==> config.mk <==
export PLATFORM = sky130hd
export DESIGN_NAME = mipi_frame_writer
export DESIGN_NICKNAME = d
export VERILOG_FILES = /design/src/rtl/mipi_frame_writer.sv
export SDC_FILE = /design/constraint.sdc
export NUM_CORES = 1
export LEC_CHECK = 0
export CAP_MARGIN = 0
export CORE_MARGIN = 1.5
export CORE_UTILIZATION = 54
export DETAILED_ROUTE_END_ITERATION = 12
export PLACE_DENSITY = 0.88
export SYNTH_ARGS = -nofsm -noshare
export SYNTH_HDL_FRONTEND = slang
export SYNTH_SLANG_ARGS = --single-unit
==> constraint.sdc <==
create_clock -name iCLK -period 3.6 [get_ports iCLK]
set_clock_uncertainty 0.05 [all_clocks]
set_input_delay 0.72 -clock iCLK [delete_from_list [all_inputs] [get_ports iCLK]]
set_output_delay 0.72 -clock iCLK [all_outputs]
set_load 0.005 [all_outputs]
==> src/rtl/mipi_frame_writer.sv <==
`timescale 1ns/1ps
// mipi_frame_writer: RGB888 stream capture into ping-pong RGB565
// frame buffers via fixed-length Avalon-MM write bursts.
module mipi_frame_writer #(
  parameter int pWIDTH      = 640,
  parameter int pHEIGHT     = 480,
  parameter int pBURST      = 8,
  parameter int pFIFO_DEPTH = 32,
  parameter int pADDR_BITS  = 24
) (
  input  logic                    iCLK,
  input  logic                    iRESETn,
  input  logic [23:0]             iPIX_DATA,
  input  logic                    iPIX_START,
  input  logic                    iPIX_VALID,
  input  logic                    iENABLE,
  input  logic                    iSINGLE,
  input  logic [pADDR_BITS-1:0]   iBASE0,
  input  logic [pADDR_BITS-1:0]   iBASE1,
  input  logic                    iCLR_ERR,
  output logic [pADDR_BITS-1:0]   oAVL_ADDRESS,
  output logic                    oAVL_WRITE,
  output logic [15:0]             oAVL_WRITEDATA,
  output logic [$clog2(pBURST):0] oAVL_BURSTCOUNT,
  input  logic                    iAVL_WAITREQUEST,
  output logic                    oFRAME_DONE,
  output logic                    oFRAME_BUF,
  output logic                    oBUSY,
  output logic                    oOVERFLOW,
  output logic                    oFRAME_ERR
);

  localparam int AW = $clog2(pFIFO_DEPTH);
  localparam int BW = $clog2(pBURST) + 1;
  localparam int XW = $clog2(pWIDTH) + 1;
  localparam int YW = $clog2(pHEIGHT) + 1;

  localparam logic [2:0] S_IDLE  = 3'd0;
  localparam logic [2:0] S_WAIT  = 3'd1;
  localparam logic [2:0] S_CAP   = 3'd2;
  localparam logic [2:0] S_FLUSH = 3'd3;
  localparam logic [2:0] S_DRAIN = 3'd4;

  logic [2:0]            state, state_nxt;
  logic                  armed, cur_buf;
  logic [XW-1:0]         pix_cnt;
  logic [YW-1:0]         line_cnt;
  logic [pADDR_BITS-1:0] offset, base;
  logic [15:0]           mem [pFIFO_DEPTH];
  logic [AW-1:0]         wr_ptr, rd_ptr;
  logic [AW:0]           count, count_nxt;
  logic [BW-1:0]         beat;
  logic [15:0]           pix565;
  logic                  push, pop, full, take, ovf_ev, err_ev;
  logic                  sof_ev, frame_last, last_beat, flush_done;
  logic                  drain_done, start_ok, go, chain, start;
  logic                  unused_pix;

  assign pix565     = {iPIX_DATA[23:19], iPIX_DATA[15:10], iPIX_DATA[7:3]};
  assign unused_pix = ^{iPIX_DATA[18:16], iPIX_DATA[9:8], iPIX_DATA[2:0]};

  assign pop        = oAVL_WRITE && !iAVL_WAITREQUEST;
  assign last_beat  = beat == BW'(pBURST - 1);
  assign full       = count == (AW+1)'(pFIFO_DEPTH) && !pop;
  assign sof_ev     = state == S_WAIT && iPIX_START;
  assign err_ev     = (state == S_CAP || state == S_FLUSH) && iPIX_START;
  assign ovf_ev     = state == S_CAP && iPIX_VALID && !iPIX_START && full;
  assign take       = state == S_CAP && iPIX_VALID && !iPIX_START && !full;
  assign push       = take;
  assign frame_last = take && pix_cnt == XW'(pWIDTH - 1)
                      && line_cnt == YW'(pHEIGHT - 1);
  assign count_nxt  = count + (AW+1)'(push) - (AW+1)'(pop);
  assign flush_done = state == S_FLUSH && !iPIX_START && pop && last_beat
                      && count == (AW+1)'(1);
  assign drain_done = state == S_DRAIN && !oAVL_WRITE;
  assign start_ok   = state != S_DRAIN;
  assign go         = !oAVL_WRITE && start_ok
                      && count >= (AW+1)'(pBURST);
  assign chain      = pop && last_beat && start_ok
                      && count_nxt >= (AW+1)'(pBURST);
  assign start      = go || chain;
  assign base       = cur_buf ? iBASE1 : iBASE0;

  assign oAVL_WRITEDATA  = oAVL_WRITE ? mem[rd_ptr] : 16'h0;
  assign oAVL_BURSTCOUNT = oAVL_WRITE ? BW'(pBURST) : '0;

  // next-state decode for the capture sequencer
  always_comb begin
    state_nxt = state;
    case (state)
      S_IDLE:  if (iENABLE && armed) state_nxt = S_WAIT;
      S_WAIT:  if (!iENABLE) state_nxt = S_IDLE;
               else if (iPIX_START) state_nxt = S_CAP;
      S_CAP:   if (err_ev || ovf_ev) state_nxt = S_DRAIN;
               else if (frame_last) state_nxt = S_FLUSH;
      S_FLUSH: if (err_ev) state_nxt = S_DRAIN;
               else if (flush_done)
                 state_nxt = (!iSINGLE && iENABLE) ? S_WAIT : S_IDLE;
      S_DRAIN: if (!oAVL_WRITE)
                 state_nxt = iENABLE ? S_WAIT : S_IDLE;
      default: state_nxt = S_IDLE;
    endcase
  end

  // sequencer state, arming, buffer select and status outputs
  always_ff @(posedge iCLK or negedge iRESETn) begin
    if (!iRESETn) begin
      state       <= S_IDLE;
      armed       <= 1'b1;
      cur_buf     <= 1'b0;
      oFRAME_DONE <= 1'b0;
      oFRAME_BUF  <= 1'b0;
      oBUSY       <= 1'b0;
    end else begin
      state       <= state_nxt;
      oBUSY       <= state_nxt != S_IDLE;
      oFRAME_DONE <= flush_done;
      if (!iENABLE) armed <= 1'b1;
      else if (flush_done && iSINGLE) armed <= 1'b0;
      if (flush_done) begin
        oFRAME_BUF <= cur_buf;
        cur_buf    <= !cur_buf;
      end
    end
  end

  // sticky error flags; a new event beats a simultaneous clear
  always_ff @(posedge iCLK or negedge iRESETn) begin
    if (!iRESETn) begin
      oOVERFLOW  <= 1'b0;
      oFRAME_ERR <= 1'b0;
    end else begin
      if (ovf_ev) oOVERFLOW <= 1'b1;
      else if (iCLR_ERR) oOVERFLOW <= 1'b0;
      if (err_ev) oFRAME_ERR <= 1'b1;
      else if (iCLR_ERR) oFRAME_ERR <= 1'b0;
    end
  end

  // pixel and line position within the frame
  always_ff @(posedge iCLK or negedge iRESETn) begin
    if (!iRESETn) begin
      pix_cnt  <= '0;
      line_cnt <= '0;
    end else if (sof_ev) begin
      pix_cnt  <= '0;
      line_cnt <= '0;
    end else if (take) begin
      if (pix_cnt == XW'(pWIDTH - 1)) begin
        pix_cnt  <= '0;
        line_cnt <= line_cnt + 1'b1;
      end else begin
        pix_cnt <= pix_cnt + 1'b1;
      end
    end
  end

  // staging FIFO pointers; drain discards whatever is left
  always_ff @(posedge iCLK or negedge iRESETn) begin
    if (!iRESETn) begin
      wr_ptr <= '0;
      rd_ptr <= '0;
      count  <= '0;
    end else if (drain_done) begin
      wr_ptr <= '0;
      rd_ptr <= '0;
      count  <= '0;
    end else begin
      if (push) wr_ptr <= wr_ptr + 1'b1;
      if (pop)  rd_ptr <= rd_ptr + 1'b1;
      count <= count_nxt;
    end
  end

  // FIFO storage, packed word written as the pixel is accepted
  always_ff @(posedge iCLK) begin
    if (push) mem[wr_ptr] <= pix565;
  end

  // burst engine: address held per burst, bursts may chain
  always_ff @(posedge iCLK or negedge iRESETn) begin
    if (!iRESETn) begin
      oAVL_WRITE   <= 1'b0;
      oAVL_ADDRESS <= '0;
      beat         <= '0;
      offset       <= '0;
    end else begin
      if (sof_ev) offset <= '0;
      else if (start) offset <= offset + pADDR_BITS'(pBURST);
      if (start) begin
        oAVL_WRITE   <= 1'b1;
        oAVL_ADDRESS <= base + {offset[pADDR_BITS-2:0], 1'b0};
        beat         <= '0;
      end else if (pop) begin
        if (last_beat) begin
          oAVL_WRITE <= 1'b0;
          beat       <= '0;
        end else begin
          beat <= beat + 1'b1;
        end
      end
    end
  end

endmodule
==> key figures <==
Status
  • Outcome: complete, but fails checks
  • Failing checks: setup timing

Placement
  • Placed cell count: roughly 2300
  • Placed Area: 28600 sq um
  • HPWL Detailed: about 39000 um
  • Input/output buffers: approximately 120
  • Placement Setup Slack: -0.752 ns
  • GPL Wtd Cong: about 0.9

STA
  • # setup viols final: 68
  • Final Worst Setup Slack: -0.263 ns
  • TNS Setup: -4.06 ns
  • Fin crit share: 107%
  • Max-slew headroom: between 1.5 and 2%
  • RSZ-0062 raised after global routing: yes
  • Minimum clock period: 3.86 ns
  • Final hold slack: between 0.2 and 0.25 ns
  • Worst-margin pin slew: between 1 and 1.5 ns
  • FMAX: between 0.2 and 0.3 GHz
  • Final Hold Fails: 0
  • Slew Limit Fails: 0

Synthesis
  • Largest cells by area after synthesis: edfxtp_1 59%, mux4_2 13%, dfrtp_1 9.2%
  • Syn Inst Count: ~1500
  • Ys async rst share: between 15 and 20%
  • Synth cell types: 71
  • Yosys Warn Count: 0
  • Sequential area share after synthesis: ~69%
  • Ys flop type: edfxtp_1
  • Synth top area share: approximately 59%
  • Top cell type by total area after synthesis: edfxtp_1
  • #FFs+latches synth: approximately 610
  • EDFF count, synth: approximately 510
  • Cell Area, Synth: 25900 sq um
  • Syn Area/Cell: 17.3 sq um

Critical path
  • Crit-path max FO: 5
  • Worst path required time: 2.83 ns
  • Setup crit start: rd_ptr[0]$_DFFE_PN0P_
  • Crit Reg-Reg Startpoint: count[3]$_DFF_PN0_
  • CP Class: register to output port
  • Critical path arrival: just over 3 ns
  • Setup crit end kind: output port
  • Startpoint types: register

Clock network
  • CTS Hold Bufs: 0
  • CTS sink count: approximately 600
  • Later-pin clock latency in the skew report: approximately 0.65 ns
  • CTS Buf Count: 60
  • CTS Root Cell: clkbuf_16
  • TritonCTS clock tree: built
  • Clock H-tree levels: 2
  • Clock-pin slew on the worst setup and hold paths: 0.07 ns
  • Maximum clock insertion buffer count: 3

Cells and area
  • Layout area overhead: 24.3%
  • Layout fillers: roughly 2700
  • Layout Nets: approximately 1900
  • Commonest cells after routing, fill and taps aside: 512 x edfxtp_1, 144 x mux4_2, 100 x clkdlybuf4s50_1, 92 x dfrtp_1, 84 x buf_4
  • Commonest non-fill, non-tap cell in the layout: edfxtp_1
  • Finished Layout Cells: ~2400
  • Final Cell Area: approximately 32000 sq um
  • Final core utilization: a little under 70%
  • Layout cells sized above 1: 32.6%

Job
  • Max-cap check violation count: 0

Pwr
  • Pwr dens: 748 nW/um^2
  • Lkg Pwr: around 11 nW
  • Max VDD drop: roughly 470 uV
  • Total power: about 24 mW

Route
  • Routed length per placed instance: between 30 and 40 um
  • Residual DRC count: 0
  • Final wirelength: between 70000 and 80000 um
  • Iter 0 DRT Violations: ~2500
  • Pre-antenna DRT Iters: 6
  • Antenna viol nets, final: 0
  • Vias/cell: ~7
  • Via Count: 16600

Global routing
  • First-pass GRT wire length: between 100000 and 150000 um
  • Global routing usage on met2: 49.1%
  • Met1 GRT Util: around a third
  • GR Util All Layers: about 29%
  • Most Crowded Layer GR: met2
  • Global route total overflow: 0
  • Largest net degree at the start of global routing: 85
  • Vias in the first global route: 16400
  • Routing usage on met3: 7.18%
  • Initial antenna violation count: 2

Die
  • Io pins: 130
  • Initial core utilization: between 50% and 60%
  • Die height: around 220 um
  • DIE AREA: between 40000 and 50000 sq um
  • DIE WIDTH: roughly 220 um
  • CORE AREA: 47500 sq um
  • Number of cell rows: 80

Hold path
  • Worst hold path class: input port to asynchronous set/reset pin
-- registers in the layout, indices dropped and copies added, names as in the netlist, 3 cells and up --
register      cells
mem             512
oAVL_ADDRESS     24
offset           20
pix_cnt          11
line_cnt         10
count             6
rd_ptr            5
wr_ptr            5
beat              4
state             3
-- final cells by class --
class / instances / area, sq um / share of cell area (%)
Sequential cell: 608 / 17800 / 55.3
Clock inverter: 36 / 328 / 1.02
Antenna cell: 1 / 2.50 / 0.00777
Clock buffer: 74 / 1550 / 4.83
Multi-Input combinational cell: 801 / 8490 / 26.4
Inverter: 18 / 71.3 / 0.222
Timing Repair Buffer: 288 / 3180 / 9.88
Tap cell: 615 / 769 / 2.39
-- synthesized netlist by cell type, drive strengths merged (5+ instances only) --
master and count:
edfxtp 512, nor2b 21, o31ai 14, nor2 78, o21ai 48, nand3 27
and3b 5, mux2i 71, xor2 21, nand4 15, nand2 92, and3 11
mux4 144, or3 13, mux2 22, nand3b 5, nand2b 5, inv 18
or4 9, clkbuf 40, buf 37, ha 38, nor3 7, and2 8
a211oi 6, a31oi 7, dfrtp 95, a21oi 54, xnor2 15, o31a 5
or2 6, a21o 5
-- what timing repair did --
action / 4_1_cts / 5_1_grt
buffers inserted: 24 / 21
setup endpoints to repair: 58 / 562
cloned: 7 / 11
pin swaps: 14 / 52
resized for setup: 157 / 177
-- final timing paths --
check                                          endpoint  slack (ns)  depth (start not counted)
max in group asynchronous  oAVL_ADDRESS[18]$_DFFE_PN0N_        2.42                          2
max                                   oAVL_WRITEDATA[6]       -0.26                          9
min in group iCLK                     armed$_DFFE_PN1P_        0.42                          2
min                              oFRAME_ERR$_DFFE_PN0P_        0.23                          1
min reg2reg                           armed$_DFFE_PN1P_        0.42                          2
max reg2reg                       wr_ptr[2]$_DFFE_PN0P_       -0.11                         21
-- power by group --
group          switching, mW  internal [mW]
logic                   4.73           4.87
clock network           2.81           3.37
registers              0.347           7.95
total                   7.89           16.2
-- kinds of logic (layout without fill, tap and decap cells) --
logic type	after synthesis	after routing	share of synthesized area, %
compound gates	167	167	4.18
mux	237	237	16.2
simple gates	318	318	6.11
fa+ha+maj	39	39	1.91
xor+xnor	36	36	1.22
other cells	1	5	0.0145
buf+inv	95	416	1.68
flops	608	608	68.7
-- layer usage --
| metal | vias up | part of all wire, % |
|---|---|---|
| li1 | 6503 | - |
| met1 | 8259 | 33 |
| met2 | 1508 | 50 |
| met3 | 345 | 11 |
| met4 | 2 | 5.9 |
| met5 | - | 0.017 |
-- critical path: stages, from the launching register on --
cell and delay, ns:
dfrtp_4 0.53, buf_12 0.17, buf_12 0.15, buf_6 0.13
mux4_2 0.40, mux2i_4 0.10, mux4_2 0.52, nor2b_1 0.17
buf_4 0.17, buf_6 0.10
Power figures use the tool's default switching activity.
